--- src/rtl/ifu_pkg.sv ---
// Shared types and constants for the instruction-fetch unit.
package ifu_pkg;

    localparam logic [1:0] AXI_RESP_OKAY = 2'b00;
    localparam int         IFU_XLEN      = 32;

    typedef enum logic [1:0] {
        S_IDLE = 2'd0,
        S_ADDR = 2'd1,
        S_DATA = 2'd2
    } ifu_state_t;

    // Default-width queue entry; the top level builds its own WIDTH-sized twin.
    typedef struct packed {
        logic                err;
        logic [IFU_XLEN-1:0] inst;
        logic [IFU_XLEN-1:0] pc;
    } ifu_entry_t;

    // Any response other than OKAY is treated as an access fault.
    function automatic logic is_fault(input logic [1:0] resp);
        return resp != AXI_RESP_OKAY;
    endfunction

endpackage

--- src/rtl/ifu_fifo.sv ---
// Synchronous prefetch queue with wrap-bit pointers, flush input and
// a head output that reads as all-zero while the queue is empty.
module ifu_fifo
    import ifu_pkg::*;
#(
    parameter int  DEPTH = 4,
    parameter type T     = ifu_entry_t
) (
    input  logic                   clk,
    input  logic                   rst,
    input  logic                   i_clear,
    input  logic                   i_push,
    input  T                       i_data,
    input  logic                   i_pop,
    output logic                   o_valid,
    output T                       o_head,
    output logic [$clog2(DEPTH):0] o_count
);

    localparam int AW = $clog2(DEPTH);

    T            r_mem [DEPTH];
    logic [AW:0] r_wptr;
    logic [AW:0] r_rptr;
    logic        w_empty;
    logic        w_full;
    logic        w_pop_ok;
    logic        w_push_ok;

    assign w_empty   = (r_wptr == r_rptr);
    assign w_full    = (r_wptr[AW] != r_rptr[AW]) && (r_wptr[AW-1:0] == r_rptr[AW-1:0]);
    assign w_pop_ok  = i_pop && !w_empty;
    // A full queue may still accept a write when the head leaves in the same cycle.
    assign w_push_ok = i_push && (!w_full || w_pop_ok);

    // Pointer update; a flush discards everything including same-cycle push/pop.
    always_ff @(posedge clk) begin
        if (rst || i_clear) begin
            r_wptr <= '0;
            r_rptr <= '0;
        end else begin
            if (w_push_ok) r_wptr <= r_wptr + 1'b1;
            if (w_pop_ok)  r_rptr <= r_rptr + 1'b1;
        end
    end

    // Entry storage; no reset needed because the head is masked while empty.
    always_ff @(posedge clk) begin
        if (w_push_ok && !i_clear && !rst) begin
            r_mem[r_wptr[AW-1:0]] <= i_data;
        end
    end

    // Head presentation straight from stored entries.
    always_comb begin
        o_head = '0;
        if (!w_empty) o_head = r_mem[r_rptr[AW-1:0]];
    end

    assign o_valid = !w_empty;
    assign o_count = r_wptr - r_rptr;

endmodule

--- src/rtl/ifu_prefetch.sv ---
// Sequential instruction prefetcher: AXI4-lite read master feeding a
// small queue of {inst, pc} entries toward the decoder, with redirect
// and access-fault handling.
module ifu_prefetch
    import ifu_pkg::*;
#(
    parameter int               WIDTH      = 32,
    parameter int               FIFO_DEPTH = 4,
    parameter logic [WIDTH-1:0] RESET_PC   = 32'h8000_0000
) (
    input  logic               clk,
    input  logic               rst,
    input  logic               redirect_valid,
    input  logic [WIDTH-1:0]   redirect_pc,
    output logic               ifu_valid,
    output logic [2*WIDTH-1:0] ifu_data,
    output logic               ifu_err,
    input  logic               idu_ready,
    output logic [WIDTH-1:0]   ARADDR,
    output logic               ARVALID,
    input  logic               ARREADY,
    input  logic [WIDTH-1:0]   RDATA,
    input  logic [1:0]         RRESP,
    input  logic               RVALID,
    output logic               RREADY
);

    localparam int CW = $clog2(FIFO_DEPTH) + 1;

    typedef struct packed {
        logic             err;
        logic [WIDTH-1:0] inst;
        logic [WIDTH-1:0] pc;
    } entry_t;

    ifu_state_t       r_state;
    ifu_state_t       w_state_next;
    logic [WIDTH-1:0] r_fetch_pc;
    logic [WIDTH-1:0] r_ar_addr;
    logic             r_drop;
    logic             r_halted;
    logic             w_r_hs;
    logic             w_fault;
    logic             w_push;
    logic             w_pop;
    logic             w_issue;
    entry_t           w_push_entry;
    entry_t           w_head;
    logic [CW-1:0]    w_count;

    assign w_r_hs  = (r_state == S_DATA) && RVALID;
    assign w_fault = is_fault(RRESP);
    assign w_push  = w_r_hs && !r_drop && !redirect_valid;
    assign w_pop   = idu_ready && !redirect_valid;
    assign w_issue = (r_state == S_IDLE) && (w_state_next == S_ADDR);

    // Build the entry for a returning beat; faulting beats carry no instruction.
    always_comb begin
        w_push_entry.err  = w_fault;
        w_push_entry.inst = w_fault ? '0 : RDATA;
        w_push_entry.pc   = r_ar_addr;
    end

    ifu_fifo #(
        .DEPTH (FIFO_DEPTH),
        .T     (entry_t)
    ) u_fifo (
        .clk     (clk),
        .rst     (rst),
        .i_clear (redirect_valid),
        .i_push  (w_push),
        .i_data  (w_push_entry),
        .i_pop   (w_pop),
        .o_valid (ifu_valid),
        .o_head  (w_head),
        .o_count (w_count)
    );

    assign ifu_data = {w_head.inst, w_head.pc};
    assign ifu_err  = w_head.err;

    // FSM state register.
    always_ff @(posedge clk) begin
        if (rst) r_state <= S_IDLE;
        else     r_state <= w_state_next;
    end

    // FSM next state: a request is only started when a queue slot is free.
    always_comb begin
        w_state_next = r_state;
        case (r_state)
            S_IDLE:  if ((w_count < CW'(FIFO_DEPTH)) && !r_halted && !redirect_valid)
                         w_state_next = S_ADDR;
            S_ADDR:  if (ARREADY) w_state_next = S_DATA;
            S_DATA:  if (RVALID)  w_state_next = S_IDLE;
            default: w_state_next = S_IDLE;
        endcase
    end

    // FSM outputs decoded purely from the registered state.
    always_comb begin
        ARVALID = (r_state == S_ADDR);
        RREADY  = (r_state == S_DATA);
    end

    assign ARADDR = r_ar_addr;

    // Fetch PC, request address, drop and halt bookkeeping; redirect wins.
    always_ff @(posedge clk) begin
        if (rst) begin
            r_fetch_pc <= RESET_PC;
            r_ar_addr  <= '0;
            r_drop     <= 1'b0;
            r_halted   <= 1'b0;
        end else begin
            if (w_issue) r_ar_addr <= r_fetch_pc;
            if (redirect_valid) begin
                r_fetch_pc <= redirect_pc;
                r_halted   <= 1'b0;
                // Only a beat that is still to come must be swallowed; a beat
                // returning this very cycle is consumed and ignored right here.
                r_drop     <= (r_state == S_ADDR) || ((r_state == S_DATA) && !RVALID);
            end else if (w_r_hs) begin
                if (r_drop)       r_drop     <= 1'b0;
                else if (w_fault) r_halted   <= 1'b1;
                else              r_fetch_pc <= r_ar_addr + WIDTH'(4);
            end
        end
    end

endmodule
--- config.mk ---
export PLATFORM = sky130hd
export DESIGN_NAME = ifu_prefetch
export DESIGN_NICKNAME = d
export VERILOG_FILES = /design/src/rtl/ifu_pkg.sv /design/src/rtl/ifu_fifo.sv /design/src/rtl/ifu_prefetch.sv
export SDC_FILE = /design/constraint.sdc
export NUM_CORES = 1
export LEC_CHECK = 0
export ABC_AREA = 1
export BUFFER_PORTS_ARGS = -buffer_cell sky130_fd_sc_hd__buf_2
export CAP_MARGIN = 20
export CORE_UTILIZATION = 55
export DETAILED_ROUTE_END_ITERATION = 16
export PLACE_DENSITY = 0.86
export SYNTH_ARGS = -nofsm -noshare
export SYNTH_HDL_FRONTEND = slang
export SYNTH_SLANG_ARGS = --single-unit
--- constraint.sdc ---
create_clock -name clk -period 12.1 [get_ports clk]
set_input_delay 2.42 -clock clk [delete_from_list [all_inputs] [get_ports clk]]
set_output_delay 2.42 -clock clk [all_outputs]
set_load 0.02 [all_outputs]
==> results of run 1 <==
[synthesized netlist by cell type (all sizes together)]
cell	count
a21oi	141
o211ai	1
dfxtp	76
nand3	38
xor2	9
clkinv	2
nand4	4
ha	8
a31oi	7
clkbuf	42
a211oi	1
and3	2
nor4	1
nand2	135
o21bai	1
nor3	1
nor2	377
inv	93
buf	70
or2	1
o21ai	196
edfxtp	260
[kinds of logic after synthesis]
family          share of synthesized area, %
fa+ha+maj                              0.692
compound gates                          12.2
flops                                   64.5
simple gates                            15.2
buf+inv                                 6.88
xor+xnor                               0.545
[layer usage]
layer,GRT usage [%],vias up
met5,0,-
met4,9.43,0
met2,43.7,507
met1,31.7,5073
li1,-,5140
met3,3.61,81
[power groups by stage]
| stage | Clock [mW] | Sequential (mW) | Combinational (mW) |
|---|---|---|---|
| 2_1_floorplan | 0 | 1.31 | 0.0945 |
| 3_3_place_gp | 0 | 1.32 | 0.113 |
| 3_5_place_dp | 0 | 1.32 | 0.116 |
| 4_1_cts | 1.06 | 1.30 | 0.117 |
| 5_1_grt | 1.10 | 1.30 | 0.131 |
| 6_report | 1.05 | 1.30 | 0.119 |
[metrics by stage]
step / setup WS [ns] / instances
CTS: 6.49 / 1930
finish: 6.44 / 1930
global route: 6.24 / 1930
detailed placement: 7.03 / 1869
floorplan: 5.89 / 1466
global placement: 7.05 / 1869
[flip-flops by register name, indices dropped and copies added, names as in the netlist, named ones only]
register and flops:
u_fifo.r_mem 260, r_state 2, r_halted 1, u_fifo.r_rptr 3, ARADDR 32, r_fetch_pc 32, r_drop 1, u_fifo.r_wptr 3
[worst max-delay path by stage]
stage	from	cells past startpoint	slack (ns)	endpoint
after floorplan	RVALID	6	5.89	u_fifo.r_mem[0][0]$_DFFE_PP_
after detailed placement	flip-flop	7	7.03	ifu_data[18]
after global routing	flip-flop	5	6.24	ifu_data[21]
after global placement	flip-flop	7	7.05	ifu_data[18]
final	flip-flop	5	6.44	ifu_data[21]
after CTS	flip-flop	5	6.49	ifu_data[21]
[cell usage in the layout (no fill, tap or decap), drive strengths merged]
| cell type | n |
|---|---|
| dfxtp | 76 |
| o21ai | 196 |
| bufinv | 3 |
| xor2 | 9 |
| buf | 185 |
| o21bai | 1 |
| o211ai | 1 |
| nor2 | 377 |
| clkinv | 8 |
| a31oi | 7 |
| or2 | 1 |
| nor4 | 1 |
| nand2 | 135 |
| edfxtp | 260 |
| and3 | 2 |
| nand3 | 38 |
| inv | 93 |
| ha | 8 |
| nor3 | 1 |
| clkinvlp | 1 |
| a211oi | 1 |
| a21oi | 141 |
| nand4 | 4 |
| clkbuf | 51 |
[worst max-delay path: cells and delay by family, from the launching register on]
kind,cells,cell delay [ns]
flops,1,0.80
compound gates,2,0.57
buf+inv,3,1.28
[area by class of cell]
cell class	instances	area, sq um	area share [%]
well taps	330	413	2.52
clock buffers	51	998	6.10
inverters	95	358	2.19
flip-flops and latches	336	9330	57.1
clock inverters	10	124	0.757
repair buffers	185	961	5.87
multi-input cells	923	4170	25.5
==> key figures, run 1 <==
Route
  • WL met3: 2500 um
  • DRC errors left: 0
  • Met2 WL: 16700 um
  • WL per Instance: 17.5 um
  • Vias per cell: 5.60
  • Via count: 10800
  • Highest routed metal layer: met4
  • Iteration-0 DRC Markers: 1103
  • Total Wirelength: 33900 um
  • DRT antenna net count: 0
  • Met1 wire length: 13800 um
  • TritonRoute pass-1 iters: 7

GRT
  • Gr usage total: 25.1%
  • Antenna violations before repair: 0
  • Largest net degree at the start of global routing: 100
  • Grt total ovfl: 0
  • Global-route wire length before repair: 51900 um
  • Vias in the first global route: 10200

Setup path
  • Reg2reg end: u_fifo.r_mem[1][34]$_DFFE_PP_
  • WP data arrival: 3.24 ns
  • RR Startpoint: u_fifo.r_wptr[0]$_SDFFE_PP0N_
  • Worst Setup End Kind: output pin
  • Critical path launch point type: flip-flop
  • Ordered list of cells on the worst path: clkinv_2, buf_4, o21ai_0, a21oi_1, buf_2
  • CP Data Required Time: 9.68 ns
  • R2R setup slack: 9.37 ns
  • Worst path slowest cell: dfxtp_4
  • CP Class: flip-flop to output pin
  • Highest net fanout along the worst path: 99
  • Worst path max stage delay: 0.80 ns
  • Worst reg-to-reg path cell count: 6

Clock network
  • Gates resized, CTS repair: 0
  • Clk pin slew, worst setup/hold paths: 0.06 ns
  • CTS tree: yes
  • Sink Count: 336
  • Post-CTS Hold Buffers: 0
  • Num CTS Buffers: 34
  • Post-CTS Setup Inserts: 0
  • Worst-skew pair later-pin latency: 0.50 ns
  • H-tree level count: 2
  • Clk root buf: clkbuf_16
  • CTS max path bufs: 3

Power
  • Cell Int Power: 1.94 mW
  • Maximum vdd ir drop: 110 uV
  • Power Density: 151 mW/mm^2
  • Sw Ratio: 21.3%
  • Sequential Power Share: 52.7%
  • Logic pwr share: 4.8%
  • Switching power: 525 uW
  • Final Total Pwr: 2.46 mW
  • Clk pwr share: 42.5%
  • P_leak: 6.24 nW

Timing
  • Max Freq: 177 MHz
  • RSZ-0062 raised after global routing: false
  • Final Hold Vio Count: 0
  • Final setup fails: 0
  • Worst Clk Skew: 0.0142 ns
  • Max-slew headroom: 33.7%
  • Worst Max-Slew Pin Slew: 0.995 ns
  • Crit path time final: 5.66 ns
  • Final period utilization: 46.8%
  • Setup TNS: 0 ns
  • Max-slew violation count: 0
  • Final hold slack: 0.462 ns

Placed design
  • I/O Buffers: 171
  • Placer Congestion: 0.914
  • Dpl hpwl: 19900 um
  • Area post-placement: 0.0152 sq mm

Synth
  • Yosys top cell by area: edfxtp_1
  • Yosys warns: 0
  • Syn Inst Count: 1466
  • Yosys reg bits: 336
  • Sequential share of the synthesized area: 64.5%
  • Synth Cell Area: 0.0145 sq mm
  • Unique masters post-synth: 32
  • Share of the synthesized area in the top cell type: 54.0%
  • Synth top area cells: edfxtp_1 (54%), dfxtp_1 (11%), nor2_1 (9.7%)
  • Syn Nets: 1546
  • Synthesized area per cell: 9.87 sq um

Floorplan
  • # rows: 58
  • Core area: 0.0255 sq mm
  • Die outline area: 0.0270 sq mm
  • Die Ht: 164 um
  • Initial Util: 56.8%
  • Die X: 164 um
  • IO Pins: 172

Final layout
  • Finished Cell Area: 0.0164 sq mm
  • Fin util: 64.2%
  • Nets: 1655
  • Area grow syn2layout: 13.1%
  • # diodes: 0
  • FILL cells: 1988
  • Share of layout cells above drive strength 1: 15.7%

Hold path
  • Worst Hold Path EP: r_fetch_pc[28]$_SDFFE_PP0P_
  • Hold crit path type: flip-flop to flip-flop
  • Min-delay src: r_fetch_pc[28]$_SDFFE_PP0P_
  • Hold depth: 2

Job
  • Max-cap violation count: 0

Outcome
  • Outcome: finished, final reports clean
Note: power is estimated with default switching activity, not from simulation.
==> inputs of run 2 (changes only) <==
- CORE_UTILIZATION: 55 -> 53
- PLACE_DENSITY: 0.86 -> 0.87
- clock period: 12.1 -> 5.2 ns (I/O delays scaled with it)
==> run 2 against run 1 <==
Effect of this change:
- setup slack got worse by 5.2 ns
- sequential power rose by 130%
- count of clock-buffer cells in the layout fell by 2
- clock power rose by 130%
- non-clock buffer count rose by 1
- utilization fell by 3.2 points
- register-to-register slack got worse by 6.8 ns
- power rose by 130%
- highest routed layer unchanged
- largest cell class unchanged
==> key figures, run 2 (synthesis results as in run 1) <==
Timing
  • Worst Clk Skew: 0.0124 ns (-0.00177 ns)
  • Final Hold Vio Count: 0 (unchanged)
  • RSZ-0062 raised after global routing: false
  • Final hold slack: 0.464 ns (+0.00273 ns)
  • Crit path time final: 3.98 ns
  • Worst Max-Slew Pin Slew: 1.08 ns (+0.0816 ns)
  • Final worst slack: 1.22 ns (-5.22 ns)
  • Max-slew headroom: 28.2% (-5.4 points)
  • Setup TNS: 0 ns (unchanged)
  • Max-slew violation count: 0 (unchanged)
  • Final period utilization: 76.5%
  • Final setup fails: 0 (unchanged)
  • Max Freq: 251 MHz

Placed design
  • Dpl cells: 1881 (+0.64%)
  • Dpl hpwl: 19400 um (-2.5%)
  • I/O Buffers: 171 (unchanged)
  • Placer Congestion: 0.898 (-1.8%)
  • Place WS: 1.77 ns (-5.26 ns)
  • Area post-placement: 0.0153 sq mm (+0.22%)

Route
  • Via count: 10700 (-1.2%)
  • Total Wirelength: 32900 um (-2.9%)
  • Iteration-0 DRC Markers: 1133 (+2.7%)
  • Vias per cell: 5.50 (-1.7%)
  • TritonRoute pass-1 iters: 6 (-1)
  • WL per Instance: 17.0 um (-3.4%)
  • DRT antenna net count: 0 (unchanged)
  • DRC errors left: 0 (unchanged)

GRT
  • Met1 Track Usage GR: 30.6% (-1.1 points)
  • Gr usage total: 23.3% (-1.8 points)
  • Grt total ovfl: 0 (unchanged)
  • Vias in the first global route: 10200 (-0.039%)
  • Met2 Usage GRT: 39.9% (-3.8 points)
  • Antenna violations before repair: 0 (unchanged)
  • Global-route wire length before repair: 51500 um (-0.68%)
  • Most used routing layer: met2
  • Met3 global-route usage: 3.21% (-0.40 points)
  • Largest net degree at the start of global routing: 121 (+21%)

Hold path
  • Worst Hold Path EP: r_fetch_pc[28]$_SDFFE_PP0P_
  • Hold crit path type: flip-flop to flip-flop
  • Hold depth: 2 (unchanged)
  • Min-delay src: r_fetch_pc[28]$_SDFFE_PP0P_

Setup path
  • WP data arrival: 2.94 ns (-0.30 ns)
  • Highest net fanout along the worst path: 80 (-19%)
  • Reg2reg end: u_fifo.r_mem[3][25]$_DFFE_PP_
  • CP Data Required Time: 4.16 ns (-5.52 ns)
  • Worst Setup End Kind: output pin
  • Critical path launch point type: flip-flop
  • CP Class: flip-flop to output pin
  • Worst reg-to-reg path cell count: 8 (+2)
  • RR Startpoint: r_state[0]$_SDFF_PP0_
  • R2R setup slack: 2.55 ns (-6.82 ns)

Clock network
  • Num CTS Buffers: 34 (unchanged)
  • Post-CTS Setup Inserts: 0 (unchanged)
  • CTS tree: yes
  • Clk pin slew, worst setup/hold paths: 0.06 ns (about the same)
  • CTS max path bufs: 3 (unchanged)
  • Sink Count: 336 (unchanged)
  • Post-CTS Hold Buffers: 0 (unchanged)
  • Gates resized, CTS repair: 0 (unchanged)
  • Worst-skew pair later-pin latency: 0.50 ns (about the same)
  • H-tree level count: 2 (unchanged)
  • Clk root buf: clkbuf_16

Job
  • Max-cap violation count: 0 (unchanged)

Final layout
  • Nets: 1656 (+0.060%)
  • Finished Cell Area: 0.0164 sq mm (+0.34%)
  • Share of layout cells above drive strength 1: 16.1% (+0.39 points)
  • # diodes: 0 (unchanged)
  • Fin util: 61.1% (-3.2 points)
  • Max FFs per register: 260 (unchanged)
  • Most frequent cells in the layout: nor2_1 (369), edfxtp_1 (260), buf_2 (171)
  • Fin cells: 1940 (+0.52%)
  • Area grow syn2layout: 13.5%
  • Most common cell after layout, fill and taps aside: nor2_1

Power
  • Final Total Pwr: 5.75 mW (+130%)
  • Power Density: 350 mW/mm^2 (+130%)
  • Maximum vdd ir drop: 248 uV (+120%)
  • P_leak: 6.27 nW (+0.44%)

Floorplan
  • Die outline area: 0.0280 sq mm (+3.7%)
  • Die Ht: 167 um (+1.8%)
  • Die X: 167 um (+1.8%)
  • Initial Util: 53.8% (-3.0 points)
  • IO Pins: 172 (unchanged)
  • Core area: 0.0269 sq mm (+5.5%)
  • # rows: 60 (+3.4%)

Outcome
  • Outcome: finished, final reports clean
run 2: changes by cell type in the layout (fill, tap and decap cells not counted):
| cell | delta |
|---|---|
| bufinv_16 | -1 |
| inv_6 | -1 |
| clkbuf_1 | -6 |
| clkbuf_16 | +2 |
| clkinv_1 | -1 |
| clkinvlp_2 | -1 |
| clkinvlp_4 | +1 |
| buf_12 | +1 |
| clkinv_2 | +3 |
| clkbuf_8 | +1 |
| clkbuf_2 | +1 |
run 2: final cells by class:
| cell class | instances | area (sq um) |
|---|---|---|
| repair buffers | 186 | 981 |
| inverters | 95 | 358 |
| multi-input cells | 923 | 4170 |
| fillers | 2145 | 10500 |
| flip-flops and latches | 336 | 9330 |
| well taps | 341 | 427 |
| clock buffers | 49 | 1040 |
| clock inverters | 10 | 98.8 |
run 2: report_power, final:
group | leakage [nW] | switching (mW) | internal [mW] | total [mW]
registers | 2.99 | 0.0795 | 2.94 | 3.02
logic | 2.72 | 0.182 | 0.0909 | 0.273
clock network | 0.562 | 0.960 | 1.49 | 2.45
total | 6.27 | 1.22 | 4.53 | 5.75
run 2: how the worst max path moves through the flow:
stage | start | slack, ns | depth (start not counted) | endpoint
6_report | flip-flop | 1.22 | 6 | ifu_data[10]
5_1_grt | flip-flop | 1.05 | 6 | ifu_data[10]
4_1_cts | flip-flop | 1.25 | 5 | ifu_data[21]
3_5_place_dp | flip-flop | 1.77 | 5 | ifu_data[21]
3_3_place_gp | flip-flop | 1.79 | 5 | ifu_data[21]
2_1_floorplan | RVALID | 0.37 | 6 | u_fifo.r_mem[0][0]$_DFFE_PP_
run 2: critical path, cell delays in order (launching register included):
cell and delay, ns:
dfxtp_4 0.70, buf_4 0.73, nor2_1 0.14, nor2_1 0.15, o21ai_0 0.10, a21oi_1 0.31, buf_2 0.23
run 2: metal layers:
layer / share of wire [%] / routed length, um
met1: 41 / 13400
met2: 49 / 16100
met3: 8.0 / 2620
met4: 2.4 / 793
met5: 0 / 0
==> inputs of run 3 (changes only) <==
- clock period: 5.2 -> 3.5 ns (I/O delays scaled with it)
==> run 3 against run 2 <==
Effect of this change:
- final cell count up 0.82%
- critical path depth up 1
- die area unchanged
- clock skew up 0.0032 ns
- power up 44%
- clock power up 37%
- first-iteration DRC count up 8.2%
- global-route usage up 1.3 points
- non-clock buffer count up 11
- register-to-register slack worse by 1.5 ns
==> key figures, run 3 (synthesis results as in run 1) <==
Job
  • Max-cap violation count: 0 (unchanged)

GRT
  • Vias in the first global route: 10400 (+1.6%)
  • Largest net degree at the start of global routing: 100 (-17%)
  • Gr usage total: 24.6% (+1.3 points)
  • Met2 Usage GRT: 42.8% (+2.9 points)
  • Met1 Track Usage GR: 31.2% (+0.62 points)
  • Most used routing layer: met2
  • Global-route wire length before repair: 53600 um (+4.1%)
  • Antenna violations before repair: 0 (unchanged)
  • Met3 global-route usage: 3.50% (+0.28 points)
  • Grt total ovfl: 0 (unchanged)

Power
  • Sequential Power Share: 54.3% (+1.8 points)
  • P_leak: 6.27 nW (about the same)
  • Logic pwr share: 5.1% (+0.3 points)
  • Sw Ratio: 22.6% (+1.4 points)
  • Power Density: 504 mW/mm^2 (+44%)
  • Switching power: 1.87 mW (+53%)
  • Cell Int Power: 6.39 mW (+41%)
  • Maximum vdd ir drop: 274 uV (+11%)
  • Clk pwr share: 40.6% (-2.1 points)
  • Final Total Pwr: 8.26 mW (+44%)

Clock network
  • Clk pin slew, worst setup/hold paths: 0.06 ns (about the same)
  • Sink Count: 336 (unchanged)
  • CTS max path bufs: 3 (unchanged)
  • Worst-skew pair later-pin latency: 0.52 ns (+0.02 ns)
  • Gates resized, CTS repair: 0 (unchanged)
  • Num CTS Buffers: 35 (+2.9%)
  • Clk root buf: clkbuf_16
  • Post-CTS Setup Inserts: 0 (unchanged)
  • CTS tree: yes
  • H-tree level count: 2 (unchanged)
  • Post-CTS Hold Buffers: 0 (unchanged)

Floorplan
  • Die X: 167 um (unchanged)
  • Initial Util: 53.8% (unchanged)
  • Die Ht: 167 um (unchanged)
  • IO Pins: 172 (unchanged)
  • Die outline area: 0.0280 sq mm (unchanged)
  • Core area: 0.0269 sq mm (unchanged)
  • # rows: 60 (unchanged)

Setup path
  • Ordered list of cells on the worst path: inv_1, ha_1, nand4_1, inv_4, buf_4, a21oi_1, buf_2
  • Worst Setup End Kind: output pin
  • CP Data Required Time: 2.80 ns (-1.36 ns)
  • WP data arrival: 2.52 ns (-0.42 ns)
  • CP Class: flip-flop to output pin
  • Critical path launch point type: flip-flop
  • Highest net fanout along the worst path: 35 (-56%)
  • Worst path max stage delay: 0.40 ns (-0.33 ns)
  • Worst path slowest cell: inv_4

Route
  • Via count: 10900 (+2.5%)
  • Iteration-0 DRC Markers: 1226 (+8.2%)
  • TritonRoute pass-1 iters: 5 (-1)
  • Total Wirelength: 34700 um (+5.5%)
  • Vias per cell: 5.59 (+1.6%)
  • DRT antenna net count: 0 (unchanged)
  • WL per Instance: 17.7 um (+4.6%)
  • DRC errors left: 0 (unchanged)

Final layout
  • Share of layout cells above drive strength 1: 16.3% (+0.27 points)
  • Sequential cell area: 0.00933 sq mm (unchanged)
  • Max FFs per register: 260 (unchanged)
  • Fin util: 61.0% (about the same)
  • Most frequent cells in the layout: nor2_1 (369), edfxtp_1 (260), buf_2 (171)
  • Fin cells: 1956 (+0.82%)
  • Most common cell after layout, fill and taps aside: nor2_1
  • FILL cells: 2155 (+0.47%)
  • Nets: 1668 (+0.72%)
  • Area grow syn2layout: 13.4% (about the same)
  • Area of the multi-input gates: 0.00417 sq mm (unchanged)
  • # diodes: 0 (unchanged)

Timing
  • Worst Clk Skew: 0.0156 ns (+0.00320 ns)
  • RSZ-0062 raised after global routing: false
  • Final hold slack: 0.435 ns (-0.0294 ns)
  • Final period utilization: 92.1%
  • Max-slew headroom: 42.0% (+14 points)
  • Max-slew violation count: 0 (unchanged)
  • Final setup fails: 0 (unchanged)
  • Final Hold Vio Count: 0 (unchanged)
  • Max Freq: 310 MHz
  • Setup TNS: 0 ns (unchanged)
  • Crit path time final: 3.22 ns
  • Worst Max-Slew Pin Slew: 0.871 ns (-0.206 ns)

Placed design
  • Placer Congestion: 0.852 (-5.1%)
  • I/O Buffers: 171 (unchanged)
  • Dpl cells: 1892 (+0.58%)
  • Dpl hpwl: 21300 um (+9.8%)

Hold path
  • Hold crit path type: primary input to flip-flop

Outcome
  • Outcome: finished, final reports clean
==> run 3: changes by cell type in the layout (fill, tap and decap cells not counted), sizes merged <==
| cell | previous run | this run |
|---|---|---|
| inv | 92 | 96 |
| buf | 186 | 197 |
| clkinvlp | 1 | 0 |
| clkbuf | 49 | 46 |
| bufinv | 2 | 0 |
| clkinv | 10 | 17 |
==> run 3: critical path, delay by kind of cell (launching register included) <==
family	cells	cell delay (ns)
buffers and inverters	4	1.02
flip-flops	1	0.37
adder cells (fa/ha/maj)	1	0.31
AND/OR/NAND/NOR	1	0.19
AO/OA/AOI/OAI	1	0.08
==> run 3: per-layer routing <==
| layer | routed length [um] | part of all wire [%] | vias to the layer above |
|---|---|---|---|
| met4 | 1020 | 2.9 | 0 |
| li1 | - | - | 5169 |
| met2 | 17200 | 49 | 521 |
| met1 | 13900 | 40 | 5174 |
| met3 | 2590 | 7.5 | 72 |
| met5 | 0 | 0 | - |
==> run 3: path summary, 6_finish.rpt <==
kind	from	endpoint	slack, ns	cells after the start
min reg2reg	r_fetch_pc[29]$_SDFFE_PP0P_	r_fetch_pc[29]$_SDFFE_PP0P_	0.47	2
max	u_fifo.r_wptr[0]$_SDFFE_PP0N_	ifu_data[61]	0.28	7
min	ARREADY	r_state[1]$_SDFF_PP0_	0.43	3
max reg2reg	r_state[1]$_SDFF_PP0_	u_fifo.r_mem[1][46]$_DFFE_PP_	1.05	7
==> run 3: metrics by stage <==
stage                     instance area, sq um  worst slack [ns]
after detailed placement                 15400             0.608
after global routing                     16400             0.105
after CTS                                16400            0.0600
after global placement                   15400             0.730
final                                    16400             0.275
after floorplan                          14500            -0.989
==> run 3: power by group through the flow <==
stage          clock network (mW)  logic [mW]  registers [mW]
5_1_grt                      3.55       0.459            4.50
6_report                     3.35       0.419            4.49
3_5_place_dp                    0       0.412            4.57
3_3_place_gp                    0       0.397            4.56
2_1_floorplan                   0       0.327            4.51
4_1_cts                      3.40       0.416            4.49
==> run 3: area by class of cell <==
cell class | instances | area share, %
Sequential cell | 336 | 56.9
Multi-Input combinational cell | 923 | 25.4
Timing Repair Buffer | 197 | 6.64
Clock buffer | 46 | 5.67
Tap cell | 341 | 2.60
Inverter | 95 | 2.20
Clock inverter | 18 | 0.557
